<file path="src/rtl/dram_rowbuf.sv">
// Single-bank DRAM model: open-row policy with precharge/activate latencies,
// periodic refresh, byte-lane writes and a valid/ready request port.
module dram_rowbuf #(
  parameter int unsigned ADDR_WIDTH       = 8,
  parameter int unsigned DATA_WIDTH       = 32,
  parameter int unsigned ROWS             = 4,
  parameter int unsigned COLS             = 16,
  parameter int unsigned T_ACT            = 2,
  parameter int unsigned T_PRE            = 2,
  parameter int unsigned T_REF            = 4,
  parameter int unsigned REFRESH_INTERVAL = 64
) (
  input  logic                    clk,
  input  logic                    rst,
  input  logic                    req_valid,
  output logic                    req_ready,
  input  logic [ADDR_WIDTH-1:0]   addr,
  input  logic [DATA_WIDTH-1:0]   wdata,
  input  logic [DATA_WIDTH/8-1:0] byte_en,
  input  logic                    write_enable,
  output logic [DATA_WIDTH-1:0]   rdata,
  output logic                    rdata_valid,
  output logic                    row_open,
  output logic                    refreshing
);

  localparam int unsigned CW     = $clog2(COLS);
  localparam int unsigned RW     = $clog2(ROWS);
  localparam int unsigned IdxW   = CW + RW;
  localparam int unsigned Words  = ROWS * COLS;
  localparam int unsigned BeW    = DATA_WIDTH / 8;
  localparam int unsigned LatMax = (T_ACT > T_PRE) ? ((T_ACT > T_REF) ? T_ACT : T_REF)
                                                   : ((T_PRE > T_REF) ? T_PRE : T_REF);
  localparam int unsigned LatW   = $clog2(LatMax + 1);
  localparam int unsigned RefW   = $clog2(REFRESH_INTERVAL);

  typedef enum logic [2:0] {StIdle, StOpen, StPre, StAct, StRef} state_e;

  state_e                state_q, state_d;
  logic [LatW-1:0]       lat_q, lat_d;
  logic [RefW-1:0]       ref_cnt_q;
  logic [RW-1:0]         open_row_q, open_row_d;
  logic                  row_open_q, row_open_d;
  logic                  pend_q, pend_d;
  logic [IdxW-1:0]       pend_idx_q;
  logic [DATA_WIDTH-1:0] pend_wdata_q;
  logic [BeW-1:0]        pend_be_q;
  logic                  pend_we_q;
  logic [DATA_WIDTH-1:0] rdata_q;
  logic                  rdata_valid_q;
  logic [DATA_WIDTH-1:0] mem_q [Words];

  logic                  ref_pending, accept, latch, ref_enter;
  logic                  acc_en, acc_we;
  logic [IdxW-1:0]       acc_idx;
  logic [DATA_WIDTH-1:0] acc_wdata;
  logic [BeW-1:0]        acc_be;
  logic [IdxW-1:0]       req_idx;
  logic [RW-1:0]         req_row;

  if (ADDR_WIDTH > IdxW) begin : g_unused_addr
    logic unused_addr;
    assign unused_addr = ^addr[ADDR_WIDTH-1:IdxW];
  end

  assign req_idx     = addr[IdxW-1:0];
  assign req_row     = addr[IdxW-1:CW];
  assign ref_pending = (ref_cnt_q == RefW'(REFRESH_INTERVAL - 1));
  // Gated by rst so the port reads not-ready for the whole reset assertion.
  assign req_ready   = rst && ((state_q == StIdle) || (state_q == StOpen)) && !ref_pending;
  assign accept      = req_valid && req_ready;

  assign rdata       = rdata_q;
  assign rdata_valid = rdata_valid_q;
  assign row_open    = row_open_q;
  assign refreshing  = (state_q == StRef);

  always_comb begin
    state_d    = state_q;
    lat_d      = lat_q;
    open_row_d = open_row_q;
    row_open_d = row_open_q;
    pend_d     = pend_q;
    latch      = 1'b0;
    ref_enter  = 1'b0;
    acc_en     = 1'b0;
    acc_we     = write_enable;
    acc_idx    = req_idx;
    acc_wdata  = wdata;
    acc_be     = byte_en;
    unique case (state_q)
      StIdle: begin
        if (ref_pending) begin
          state_d   = StRef;
          lat_d     = LatW'(T_REF - 1);
          ref_enter = 1'b1;
        end else if (accept) begin
          latch   = 1'b1;
          pend_d  = 1'b1;
          state_d = StAct;
          lat_d   = LatW'(T_ACT - 1);
        end
      end
      StOpen: begin
        if (ref_pending) begin
          state_d = StPre;
          lat_d   = LatW'(T_PRE - 1);
        end else if (accept) begin
          if (req_row == open_row_q) begin
            acc_en = 1'b1;
          end else begin
            latch   = 1'b1;
            pend_d  = 1'b1;
            state_d = StPre;
            lat_d   = LatW'(T_PRE - 1);
          end
        end
      end
      StPre: begin
        if (lat_q == '0) begin
          // A latched request means a row miss; otherwise this is a refresh precharge.
          if (pend_q) begin
            state_d = StAct;
            lat_d   = LatW'(T_ACT - 1);
          end else begin
            state_d    = StRef;
            lat_d      = LatW'(T_REF - 1);
            ref_enter  = 1'b1;
            row_open_d = 1'b0;
          end
        end else begin
          lat_d = lat_q - 1'b1;
        end
      end
      StAct: begin
        if (lat_q == '0) begin
          acc_en     = 1'b1;
          acc_we     = pend_we_q;
          acc_idx    = pend_idx_q;
          acc_wdata  = pend_wdata_q;
          acc_be     = pend_be_q;
          open_row_d = pend_idx_q[IdxW-1:CW];
          row_open_d = 1'b1;
          pend_d     = 1'b0;
          state_d    = StOpen;
        end else begin
          lat_d = lat_q - 1'b1;
        end
      end
      StRef: begin
        if (lat_q == '0) begin
          state_d = StIdle;
        end else begin
          lat_d = lat_q - 1'b1;
        end
      end
      default: state_d = StIdle;
    endcase
  end

  always_ff @(posedge clk or negedge rst) begin
    if (!rst) begin
      state_q       <= StIdle;
      lat_q         <= '0;
      open_row_q    <= '0;
      row_open_q    <= 1'b0;
      pend_q        <= 1'b0;
      pend_idx_q    <= '0;
      pend_wdata_q  <= '0;
      pend_be_q     <= '0;
      pend_we_q     <= 1'b0;
      rdata_q       <= '0;
      rdata_valid_q <= 1'b0;
    end else begin
      state_q       <= state_d;
      lat_q         <= lat_d;
      open_row_q    <= open_row_d;
      row_open_q    <= row_open_d;
      pend_q        <= pend_d;
      rdata_valid_q <= acc_en && !acc_we;
      if (latch) begin
        pend_idx_q   <= req_idx;
        pend_wdata_q <= wdata;
        pend_be_q    <= byte_en;
        pend_we_q    <= write_enable;
      end
      if (acc_en && !acc_we) begin
        rdata_q <= mem_q[acc_idx];
      end
    end
  end

  // The interval counter saturates so the pending request stays up until serviced.
  always_ff @(posedge clk or negedge rst) begin
    if (!rst) begin
      ref_cnt_q <= '0;
    end else if (ref_enter) begin
      ref_cnt_q <= '0;
    end else if (state_q != StRef && !ref_pending) begin
      ref_cnt_q <= ref_cnt_q + 1'b1;
    end
  end

  always_ff @(posedge clk or negedge rst) begin
    if (!rst) begin
      for (int w = 0; w < Words; w++) begin
        mem_q[w] <= '0;
      end
    end else if (acc_en && acc_we) begin
      for (int b = 0; b < BeW; b++) begin
        if (acc_be[b]) begin
          mem_q[acc_idx][8*b +: 8] <= acc_wdata[8*b +: 8];
        end
      end
    end
  end

endmodule

</file>
<file path="config.mk">
export PLATFORM = sky130hd
export DESIGN_NAME = dram_rowbuf
export DESIGN_NICKNAME = d
export VERILOG_FILES = /design/src/rtl/dram_rowbuf.sv
export SDC_FILE = /design/constraint.sdc
export NUM_CORES = 2
export LEC_CHECK = 0
export CAP_MARGIN = 0
export CORE_ASPECT_RATIO = 0.6
export CORE_MARGIN = 2
export CORE_UTILIZATION = 62
export DETAILED_ROUTE_END_ITERATION = 16
export PLACE_DENSITY = 0.79
export SYNTH_ARGS = -nofsm -noshare
export SYNTH_HDL_FRONTEND = slang
export SYNTH_SLANG_ARGS = --single-unit
</file>
<file path="constraint.sdc">
create_clock -name clk -period 4.2 [get_ports clk]
set_clock_uncertainty 0.15 [all_clocks]
set_input_delay 0.84 -clock clk [delete_from_list [all_inputs] [get_ports clk]]
set_output_delay 0.84 -clock clk [all_outputs]
set_load 0.03 [all_outputs]
</file>
==> flow_summary_export.csv <==
group,metric,value,unit
power_and_ir_drop,ir_worst_vdd,0.446,mV
worst_setup_path,reg2regPathDepth,16,
synthesis,ys_seq_area_share,53.9,%
worst_setup_path,reg2reg_from,"lat_q[0]$_DFFE_PN0P_",
synthesis,syn_area,99400,um^2
routing,detail_route.vias_per_cell,6.70,
synthesis,synth_edf_count,0,
synthesis,syn_inst,8089,
cts,path_clk_slew,0.07,ns
run,drv_cap,0,
worst_setup_path,critPathCaptureType,"flip-flop",
worst_setup_path,cp-start-kind,"flip-flop",
worst_hold_path,hold_class,"in -> async",
power_and_ir_drop,p_switching,15.2,mW
layout,fin_nets,8527,
routing,dr.first_iter.drc_count,9505,
routing,dr_total_vias,72000,
layout,final_cell_mix,"dfrtp_1 (2140), mux2_2 (2096), nand2_1 (1410), buf_4 (495), nand3_1 (368)",
place,gp_congestion,0.921,
cts,cts_tree,"built",
timing,setup_viol,0,
power_and_ir_drop,power.leakage,54.4,nW
worst_setup_path,reg2reg_slack,0.11,ns
power_and_ir_drop,p_per_area,430,nW/um^2
die,die_area,164000,um^2
timing,fin_crit_sh,97.3,%
synthesis,synth_top_area_share,53.9,%
cts,numCtsBuffers,192,
power_and_ir_drop,share_comb_of_total_power,18.9,%
worst_setup_path,critPathMaxFanout,11,
cts,cts.path.max_buffers,4,
die,die_width,521,um
cts,clk_latency,0.84,ns
global_routing,grt_pass1_vias,73000,
synthesis,synthTopCellsByArea,"dfrtp_1 (54%), mux2_2 (24%), nand2_1 (5.5%)",
timing,rsz0062_at_grt,"false",
cts,cts_sinks,2140,
layout,fill_cells,9998,
synthesis,synth_top_cell_by_area,"dfrtp_1",
timing,max_freq,0.245,GHz
routing,drcViolationCount,0,
power_and_ir_drop,pwr-share-seq,45.3,%
place,io_buffers,81,
power_and_ir_drop,power,49.4,mW
layout,fin_area,115000,um^2
timing,fin_crit,4.09,ns
layout,syn2layout_area_growth,15.6,%
layout,final_cells,10700,
global_routing,grt_overflow,0,
synthesis,yosys_warnings,0,
global_routing,grt_max_degree,193,
layout,seq_area,53600,um^2
die,die_h,314,um
global_routing,grt_pass1_wl,467000,um
synthesis,syn_avg_cell_area,12.3,um^2
layout,multiInputGateArea,43600,um^2
synthesis,syn-num-nets,8141,
timing,hold_viol,0,
synthesis,synth_cell_type_count,63,
layout,layout_commonest_cell,"dfrtp_1",
status,status,"finished clean",
worst_setup_path,critPathRequiredTime,4.72,ns
die,start_util,62.6,%
routing,wl_per_cell,28.8,um
routing,dr.pass1.iters,6,
place,place_inst,10400,
layout,drive_gt1_share,40.7,%
global_routing,antenna_found_initial,11,
routing,totalWireLength,309000,um
place,dpl-instance-area,109000,um^2
synthesis,synth-seq-cells,2140,
die,row_count,113,
place,dp_hpwl,206000,um
worst_setup_path,worstSetupPathType,"reg -> reg",
timing,worstMarginPinSlew,1.13,ns
power_and_ir_drop,p_sw_share,30.7,%
power_and_ir_drop,power.share.clock,35.8,%
cts,clockRootBuffer,"clkbuf_16",
die,core,159000,um^2
routing,ant_nets,0,
synthesis,async_flop_share,100,%
timing,drv_slew,0,
global_routing,grt_usage,37.9,%
synthesis,synth_flop_cell,"dfrtp_1",
worst_setup_path,critPathArrivalTime,4.61,ns
die,io_pins,84,
timing,slew_headroom,24.4,%
worst_setup_path,r2r-end,"rdata[13]$_DFFE_PN0P_",
power_and_ir_drop,p_int,34.2,mW
cts,h-tree-depth,4,
==> Yosys cell counts (all sizes together) (3+ instances only) <==
library cell,count
nand3b,6
o2111ai,13
a32o,26
a21oi,94
a21o,3
and3,51
mux2i,107
mux4,74
or2,3
clkbuf,413
xor2,4
o31ai,4
a221oi,64
inv,9
nor4,7
a2111oi,8
a311oi,35
nor2,183
o22ai,3
o21ai,55
ha,4
dfrtp,2140
a211oi,9
a31oi,187
a22o,24
o22a,12
mux2,2102
xnor2,3
nand3,368
nand4,108
a41oi,9
a22oi,96
o211a,9
nor3,156
a32oi,32
nand2b,6
nor3b,11
buf,187
nand2,1446
==> registers in the layout (all words and copies together), names as in the netlist <==
name          flops
pend_we_q         1
ref_cnt_q         6
state_q           3
pend_idx_q        6
row_open          1
rdata            32
pend_be_q         4
lat_q             3
pend_q            1
pend_wdata_q     32
open_row_q        2
mem_q          2048
rdata_valid       1
==> cell type report <==
class	instances	share of cell area, %
antenna	1	0.00218
sequential	2140	46.6
timing repair buffer	792	7.72
multi-input combinational	5340	38.0
clock buffer	290	4.93
tap	2127	2.32
clock inverter	50	0.430
inverter	9	0.0294
==> cells by family (layout without fill, tap and decap cells) <==
group / Yosys count / count (layout) / synth area share [%]
other: 0 / 1 / 0
flip-flops: 2140 / 2140 / 53.9
adder cells (fa/ha/maj): 4 / 4 / 0.0504
XOR/XNOR: 7 / 7 / 0.0617
buffers and inverters: 609 / 1141 / 2.62
AO/OA/AOI/OAI: 694 / 694 / 4.99
multiplexers: 2283 / 2283 / 26.6
AND/OR/NAND/NOR: 2352 / 2352 / 11.8
==> worst max path at each step <==
stage | startpoint | end | slack (ns) | cells past startpoint
after global routing | lat_q[0]$_DFFE_PN0P_ | rdata[7]$_DFFE_PN0P_ | 0.003 | 13
after CTS | lat_q[0]$_DFFE_PN0P_ | rdata[18]$_DFFE_PN0P_ | 0.04 | 13
after global placement | addr[0] | rdata[18]$_DFFE_PN0P_ | -0.02 | 10
after floorplan | lat_q[0]$_DFFE_PN0P_ | rdata[30]$_DFFE_PN0P_ | 0.62 | 12
after detailed placement | addr[0] | rdata[18]$_DFFE_PN0P_ | -0.06 | 10
final | lat_q[0]$_DFFE_PN0P_ | rdata[13]$_DFFE_PN0P_ | 0.11 | 16
==> power by group through the flow <==
stage,Combinational [mW],Clock [mW],Sequential [mW]
detailed placement,8.95,0,22.7
CTS,9.04,17.7,22.3
finish,9.34,17.7,22.3
global placement,8.73,0,22.6
floorplan,4.43,0,22.6
global route,9.71,18.6,22.4
==> routing by layer <==
layer | track usage [%] | wire [um] | vias up | part of all wire (%)
met5 | 0 | 52 | - | 0.017
met3 | 13.3 | 42300 | 719 | 14
li1 | - | - | 29800 | -
met1 | 55.3 | 124000 | 37300 | 40
met2 | 51.8 | 128000 | 4180 | 41
met4 | 15.6 | 14200 | 8 | 4.6
==> timing repair <==
item	CTS	global route
setup buffers	0	3
endpoints found under the setup margin	1	40
hold buffers	1	0
endpoints found under the hold margin	14	0
gates resized for setup	1	10
==> critical path: stages (launching register included) <==
cell	delay, ns
dfrtp_1	0.36
inv_1	0.08
ha_1	0.18
ha_1	0.21
and4b_4	0.44
buf_4	0.23
mux2_8	0.47
nor2_4	0.17
buf_4	0.26
buf_12	0.18
nand3_1	0.07
nand4_1	0.09
buf_4	0.18
o21ai_0	0.14
a211oi_1	0.42
buf_4	0.21
a31oi_1	0.08
==> metrics by stage <==
step / util [%] / hold WS, ns / worst slack, ns / setup TNS (ns)
finish: 72.4 / 0.345 / 0.112 / 0
global route: 72.4 / 0.347 / 0.00278 / 0
CTS: 72.4 / 0.316 / 0.0435 / 0
detailed placement: 68.5 / 0.341 / -0.0641 / -0.711
global placement: 68.5 / 0.333 / -0.0173 / -0.0187
floorplan: - / 0.317 / 0.623 / 0
Note: power is estimated with default switching activity, not from simulation.
